==> src/rtl/output_layer_pkg.sv <==
// -----------------------------------------------------------------------------
// output_layer_pkg
// Shared definitions for the output-layer datapath blocks.
//   PROD_W              width of a signed multiplier product
//   ST_IDLE/ACCUM/HOLD  2-bit FSM state encodings for the neuron accumulator
//   state_t             enum over those encodings
// -----------------------------------------------------------------------------
`timescale 1ns/1ps
package output_layer_pkg;

  localparam int PROD_W = 12;

  localparam logic [1:0] ST_IDLE  = 2'd0;
  localparam logic [1:0] ST_ACCUM = 2'd1;
  localparam logic [1:0] ST_HOLD  = 2'd2;

  typedef enum logic [1:0] {
    S_IDLE  = ST_IDLE,
    S_ACCUM = ST_ACCUM,
    S_HOLD  = ST_HOLD
  } state_t;

endpackage

==> src/rtl/sat_signed.sv <==
// -----------------------------------------------------------------------------
// sat_signed
// Clamps a two's complement value of IN_W bits into OUT_W bits.
//   din   in   IN_W   signed input
//   dout  out  OUT_W  clamped result in [-2^(OUT_W-1), 2^(OUT_W-1)-1]
//   ovf   out  1      1 when din did not fit and dout was clamped
// -----------------------------------------------------------------------------
`timescale 1ns/1ps
module sat_signed #(
  parameter int IN_W  = 20,
  parameter int OUT_W = 16
) (
  input  logic [IN_W-1:0]  din,
  output logic [OUT_W-1:0] dout,
  output logic             ovf
);

  // The value fits when every bit from the output sign bit upward is a copy
  // of the same sign.
  logic [IN_W-OUT_W:0] hi;

  assign hi  = din[IN_W-1:OUT_W-1];
  assign ovf = !((&hi) || !(|hi));

  always_comb begin
    dout = din[OUT_W-1:0];
    if (ovf) begin
      dout = din[IN_W-1] ? {1'b1, {(OUT_W-1){1'b0}}}
                         : {1'b0, {(OUT_W-1){1'b1}}};
    end
  end

endmodule

==> src/rtl/acc_int12_neuron.sv <==
// -----------------------------------------------------------------------------
// acc_int12_neuron
// Accumulates a stream of signed int12 products (one vector of N_TERMS terms
// per neuron) on top of a sign-extended bias and emits one signed OUT_W-bit
// pre-activation per vector over valid/ready.
//
// Ports
//   clk          in   1       rising-edge clock
//   rst          in   1       synchronous active-high reset
//   in_valid     in   1       product valid
//   in_ready     out  1       block can accept a product (low in HOLD / reset)
//   in_data      in   12      signed product
//   in_last      in   1       final product of a vector
//   bias         in   BIAS_W  signed bias, used only on the first product
//   out_valid    out  1       result valid (state HOLD)
//   out_ready    in   1       consumer accepts result
//   out_data     out  OUT_W   signed result
//   out_ovf      out  1       result clamped (ACC_SAT_EN only, else 0)
//   out_len_err  out  1       vector length did not match N_TERMS
//
// Build option: define ACC_SAT_EN to saturate out_data to OUT_W bits and
// report clamping on out_ovf; otherwise out_data is the wrapped low bits.
// -----------------------------------------------------------------------------
`timescale 1ns/1ps
module acc_int12_neuron
  import output_layer_pkg::*;
#(
  parameter int N_TERMS = 16,
  parameter int BIAS_W  = 16,
  parameter int ACC_W   = 20,
  parameter int OUT_W   = 16
) (
  input  logic              clk,
  input  logic              rst,
  input  logic              in_valid,
  output logic              in_ready,
  input  logic [PROD_W-1:0] in_data,
  input  logic              in_last,
  input  logic [BIAS_W-1:0] bias,
  output logic              out_valid,
  input  logic              out_ready,
  output logic [OUT_W-1:0]  out_data,
  output logic              out_ovf,
  output logic              out_len_err
);

  localparam int CNT_W = $clog2(N_TERMS + 1);

  state_t             state;
  state_t             state_nxt;
  logic [ACC_W-1:0]   acc;
  logic [ACC_W-1:0]   acc_base;
  logic [ACC_W-1:0]   acc_sum;
  logic [CNT_W-1:0]   cnt;
  logic [CNT_W-1:0]   cnt_nxt;
  logic               accept;
  logic               at_full;
  logic               close_vec;
  logic               len_err_nxt;
  logic [OUT_W-1:0]   res_data;
  logic               res_ovf;

  // Ready depends only on registered state and rst, never on out_ready.
  assign in_ready  = !rst && (state != S_HOLD);
  assign out_valid = (state == S_HOLD);
  assign accept    = in_valid && in_ready;

  // Running sum including the product currently offered; the first product of
  // a vector starts from the bias instead of the stale accumulator.
  always_comb begin
    // NOTE: every combinational output gets a default first so no path
    // leaves it unassigned and no latch is inferred.
    acc_base    = acc;
    cnt_nxt     = cnt + CNT_W'(1);
    if (state == S_IDLE) begin
      acc_base = {{(ACC_W-BIAS_W){bias[BIAS_W-1]}}, bias};
      cnt_nxt  = CNT_W'(1);
    end
    acc_sum     = acc_base + {{(ACC_W-PROD_W){in_data[PROD_W-1]}}, in_data};
    at_full     = (cnt_nxt == CNT_W'(N_TERMS));
    // A vector closes on in_last or on its N_TERMS-th product; it is well
    // formed only when both happen together.
    close_vec   = in_last || at_full;
    len_err_nxt = in_last ^ at_full;
  end

  always_comb begin
    state_nxt = state;
    unique case (state)
      S_IDLE, S_ACCUM: begin
        if (accept) state_nxt = close_vec ? S_HOLD : S_ACCUM;
      end
      S_HOLD: begin
        if (out_ready) state_nxt = S_IDLE;
      end
      default: state_nxt = S_IDLE;
    endcase
  end

`ifdef ACC_SAT_EN
  sat_signed #(
    .IN_W  (ACC_W),
    .OUT_W (OUT_W)
  ) u_sat (
    .din  (acc_sum),
    .dout (res_data),
    .ovf  (res_ovf)
  );
`else
  assign res_data = acc_sum[OUT_W-1:0];
  assign res_ovf  = 1'b0;
  generate
    if (OUT_W < ACC_W) begin : g_wrap
      // Upper accumulator bits are intentionally dropped when wrapping.
      logic unused_hi;
      assign unused_hi = ^acc_sum[ACC_W-1:OUT_W];
    end
  endgenerate
`endif

  always_ff @(posedge clk) begin
    // NOTE: sequential state uses non-blocking assignments so every register
    // samples the pre-edge values regardless of statement order.
    if (rst) begin
      state       <= S_IDLE;
      acc         <= '0;
      cnt         <= '0;
      out_data    <= '0;
      out_ovf     <= 1'b0;
      out_len_err <= 1'b0;
    end else begin
      state <= state_nxt;
      if (accept) begin
        acc <= acc_sum;
        cnt <= cnt_nxt;
        // Result registers load only on the closing product and then hold
        // through HOLD and beyond.
        if (close_vec) begin
          out_data    <= res_data;
          out_ovf     <= res_ovf;
          out_len_err <= len_err_nxt;
        end
      end
    end
  end

endmodule

==> config.mk <==
export PLATFORM = sky130hd
export DESIGN_NAME = acc_int12_neuron
export DESIGN_NICKNAME = d
export VERILOG_FILES = /design/src/rtl/output_layer_pkg.sv /design/src/rtl/sat_signed.sv /design/src/rtl/acc_int12_neuron.sv
export SDC_FILE = /design/constraint.sdc
export NUM_CORES = 1
export LEC_CHECK = 0
export ABC_AREA = 1
export CORE_MARGIN = 2
export CORE_UTILIZATION = 47
export CTS_CLUSTER_DIAMETER = 200
export CTS_CLUSTER_SIZE = 28
export DETAILED_ROUTE_END_ITERATION = 8
export HOLD_SLACK_MARGIN = 0.12
export MAX_ROUTING_LAYER = met4
export PLACE_DENSITY = 0.8
export SKIP_CTS_REPAIR_TIMING = 1
export SLEW_MARGIN = 0
export SYNTH_ARGS = -nofsm -noshare
export SYNTH_HDL_FRONTEND = slang
export SYNTH_SLANG_ARGS = --single-unit
==> constraint.sdc <==
create_clock -name clk -period 2.25 [get_ports clk]
set_input_delay 0.225 -clock clk [delete_from_list [all_inputs] [get_ports clk]]
set_output_delay 0.225 -clock clk [all_outputs]
set_load 0.05 [all_outputs]
# Yosys cells after proc, flatten, opt, wreduce, memory -nomap -nowiden
# Cells that the tools add are included.
# totals
regBits,44
in_bits,33
output_inout_bits,20
word_cells,28
# op_classes
add_sub_neg,2
n_eq_ne,6
mux,6
n_bitwise,1
n_reduce_logical,8
# op_table
operator,count
adder 20 bit,1
2-to-1 mux 20 bit,1
2-to-1 mux 2 bit,3
"adder 5 x 1 -> 5 bit, second input constant",1
"== test 5 bit, second input constant",1
2-to-1 mux 5 bit,1
"inequality test 2 bit, second input constant",2
one-hot mux 2 bit (2 select lines),1
AND reduction 2 bit,2
"== test 2 x 1 -> 1 bit, second input constant",1
"== test 2 bit, second input constant",1
logical AND 1 bit,2
logical NOT 2 bit,1
"inequality test 2 x 1 -> 1 bit, second input constant",1
OR reduction 2 bit,1
logical NOT 1 bit,1
logical OR 1 bit,1
XOR 1 bit,1

# Longest topological paths before layout
# logic_depth
depth_word,7
ltp_mapped,17
depth_no_buf,16

# Worst setup path after synthesis
# OpenSTA, ideal clock, no wires.
# synth_timing
kind,reg2reg
startpoint,register state[1]
endpoint,register out_data[14]
setup_time_ps,109
arrival_ps,2137
t_required_ps,2141
path_slack_ps,4
path_stages_with_launch,16
path_buffers,1
synth_period_minus_slack_ps,2246
path_cell_list,dfxtp_1 nor2_2 clkbuf_1 o21ai_0 ha_1 fa_1 nand2_1 nand2_1 nand3_1 nand2_1 nand2_1 nand2_1 nand2_1 nand3_1 nand2_1 inv_1
# synth_via
elab_chain_cells,5
elab_cells_between_ends,10
classes_between,1 x add/sub; 2 x eq/ne; 2 x mux; 5 x reduce/logical
# synth_rtl
element,line_no,rtl
start: declaration,acc_int12_neuron.sv:49,state_t state;
start signal: assignment,acc_int12_neuron.sv:132,state <= state_nxt;
branches (longest 5 deep; another with adder 20 bit),-,
end signal: assignment,acc_int12_neuron.sv:139,out_data <= res_data;
end: declaration,acc_int12_neuron.sv:42,"output logic [OUT_W-1:0] out_data,"
# Several ways; the timed one is not identified.
# A chain may end at the register's enable or synchronous reset.

# Worst setup path in the final report
# layout_timing
startpoint,register state[0]
endpoint,register acc[8]
# layout_via
elab_chain_cells,3
elab_cells_between_ends,6
classes_between,1 x add/sub; 1 x eq/ne; 1 x mux; 3 x reduce/logical
# layout_rtl
element,line_no,rtl
logical NOT 2 bit / inequality test 2 bit (equally long branches),"acc_int12_neuron.sv:75, acc_int12_neuron.sv:64",
2-to-1 mux 20 bit / logical AND 1 bit (equally long branches),"acc_int12_neuron.sv:75, acc_int12_neuron.sv:64",
adder 20 bit / logical AND 1 bit (equally long branches),"acc_int12_neuron.sv:79, acc_int12_neuron.sv:66",
end signal: assignment,acc_int12_neuron.sv:134,acc <= acc_sum;
end: declaration,acc_int12_neuron.sv:51,logic [ACC_W-1:0] acc;
# Several ways; a longest one is shown, not always the timed one.

==> flow_summary_export.csv <==
group,metric,value,unit
synth,synth_area_per_cell,6.30,um2
critical_path,r2r_start,"state[0]",
final_layout,antennaDiodeCount,0,
floorplan,num_io_pins,53,
placement,hpwl,5260,um
critical_path,reg2reg_depth,12,
sta,final.setup.tns,0,ps
synth,synth_area_leader_cell,"dfxtp_1",
sta,skew,3.50,ps
power,power_report.internal_total,1.57,mW
critical_path,reg2reg_slack,40,ps
final_layout,final_core_util,69.9,%
drt,viasPerCell,5.18,
sta,hold_violations,0,
final_layout,nNetsFinal,549,
sta,slew-limit-headroom,65.5,%
clock_tree,clk_pin_slew,90,ps
drt,routed_wl,8240,um
global_routing,grt.total_usage,23.8,%
clock_tree,cts.sinks,40,
critical_path,worstPathArrival,2430,ps
global_routing,grt_max_degree,28,
synth,yosysWarnings,0,
drt,post_drt_wl_per_cell,14.5,um
power,swShare,39.1,%
critical_path,crit_path_max_fanout,3,
synth,yosysUniqueCellTypes,28,
global_routing,grt_pass1_wl,11600,um
power,power_frac_clock,24.7,%
sta,finalSetupViolCount,0,
final_layout,multi_input_area,1810,um2
final_layout,instances_no_fill,570,
drt,via_count,2955,
final_layout,final_layout_size_suffix_gt1_share,19.3,%
final_layout,area_growth_syn_to_layout,43.2,%
clock_tree,cts_tree,"built",
min_path,hold_class,"reg2reg",
synth,postSynthCellCount,429,
drt,ant_nets,0,
min_path,holdPathStages,2,
power,p_sw,1.01,mW
clock_tree,h-tree-depth,2,
status,outcome,"completed",
sta,finalCriticalPeriod,2210,ps
critical_path,reg2reg_to,"acc[8]",
drt,drtIter0Drc,232,
synth,ys_seq_elements,40,
sta,rsz0062_at_grt,"yes",
critical_path,endpoint_kind,"flop",
critical_path,start_kind,"flop",
floorplan,rows,27,
synth,synth_area,2700,um2
floorplan,die_w,79.8,um
power,p_comb_share,43.8,%
clock_tree,clockRootBuffer,"clkbuf_8",
critical_path,cp_data_required_time,2470,ps
sta,slew_viol_final,0,
power,seq_power_share,31.5,%
placement,place_inst,548,
final_layout,layout_commonest_cell,"nand2_1",
power,max-vdd-ir-drop,0.374,mV
sta,final.period_utilization,98.1,%
drt,route.detailed.drc,0,
min_path,holdPathEnd,"acc[0]",
synth,ys_top_cells_by_area,"dfxtp_1, nand2_1, inv_1",
placement,port_buffers,51,
run,maxCapViolations,0,
final_layout,seqCellArea,803,um2
global_routing,grt_overflow,0,
drt,dr.pass1.iters,4,
global_routing,grt_pass1_vias,2632,
floorplan,core,5540,um2
min_path,hold_start,"acc[0]",
synth,synth_top_cell_area_share,29.6,%
critical_path,critical_path_class,"reg2reg",
final_layout,final_cell_mix,"nand2_1, inv_1, clkdlybuf4s50_1",
global_routing,grt_antenna_before_repair,0,
synth,ys_seq_area_share,29.6,%
floorplan,die_area,6380,um2
placement,gp_congestion,0.918,
floorplan,initial_core_util,48.8,%
clock_tree,cts_buffer_depth,2,
power,p_per_area,668,nW/um2
clock_tree,clk_latency,310,ps
final_layout,fillers,455,
floorplan,fp.dieH,79.8,um
sta,worst_pin_slew,516,ps
critical_path,crit_start,"state[0]",
power,power_leakage,1.92,nW
clock_tree,cts-buffers-inserted,5,
sta,achievable-frequency,453,MHz
synth,syn_nets,481,
-- power by group through the flow --
stage / sequential, mW / clock [mW] / combinational [mW]
after global routing: 0.822 / 0.665 / 1.23
after detailed placement: 0.829 / 0 / 0.868
after floorplan: 0.884 / 0 / 0.547
after global placement: 0.826 / 0 / 0.858
after CTS: 0.814 / 0.641 / 0.877
final: 0.815 / 0.638 / 1.13
-- through the flow --
stage	setup WS, ps	hold WS [ps]	area [um2]	power, mW
after floorplan	4.46	425	2700	1.43
after global placement	25.6	443	3310	1.68
after detailed placement	8.81	448	3310	1.70
after CTS	-30.7	463	3420	2.33
after global routing	-92.9	503	3870	2.72
final	41.8	476	3870	2.59
-- critical path, cell delays in order (launching register included) --
cell     delay [ps]
dfxtp_2         340
nor2_4          210
buf_12          150
o21ai_1          60
ha_2            200
fa_2            420
nand3_2          90
nand2_2          70
nand2_2          80
nand2_2          70
xor2_1          240
nand2_1         110
o31ai_1          80
-- final cells by class --
cell class | instances | area share, %
well taps | 72 | 2.33
inverters | 65 | 6.56
flip-flops and latches | 40 | 20.7
multi-input cells | 310 | 46.8
repair buffers | 75 | 20.5
clock buffers | 5 | 1.78
clock inverters | 3 | 1.20
-- sequential cells by signal, summed over array words and instances, names as in the netlist --
register,cells
acc,16
out_data,16
cnt,5
state,2
out_len_err,1
-- how the worst max path moves through the flow --
stage	to	slack, ps	cells past startpoint
4_1_cts	acc[8]	-30	12
6_report	acc[8]	40	12
3_3_place_gp	acc[8]	30	12
3_5_place_dp	acc[8]	9	12
5_1_grt	out_data[12]	-90	15
2_1_floorplan	out_data[14]	4	15
-- routing by layer --
metal | vias up | GRT usage [%] | wire [um]
li1 | 1476 | - | -
met1 | 1355 | 29.3 | 3560
met2 | 102 | 39.0 | 4000
met3 | 22 | 3.85 | 417
met4 | 0 | 10.0 | 262
met5 | - | - | 0
-- cell families after synthesis --
group                      after synthesis  synth area share, %
buffers and inverters                   80                 12.4
other                                    1                0.139
and+or+nand+nor                        222                 33.8
adders and majority gates               19                 9.07
DFF                                     40                 29.6
AOI/OAI and AO/OA                       60                 12.8
xor gates and xnor gates                 7                 2.27
-- cell usage after synthesis, drive strengths merged --
cell and count:
o21ai 24, nand3b 2, fa 1, xnor2 1
o31ai 6, buf 10, xor2 6, nand2 155
o21a 7, nor2 31, nor4 1, conb 1
clkbuf 5, or2 1, a21oi 18, o211ai 1
ha 18, dfxtp 40, nand3 26, o21bai 4
nor3 6, inv 65
Note: power is estimated with default switching activity, not from simulation.
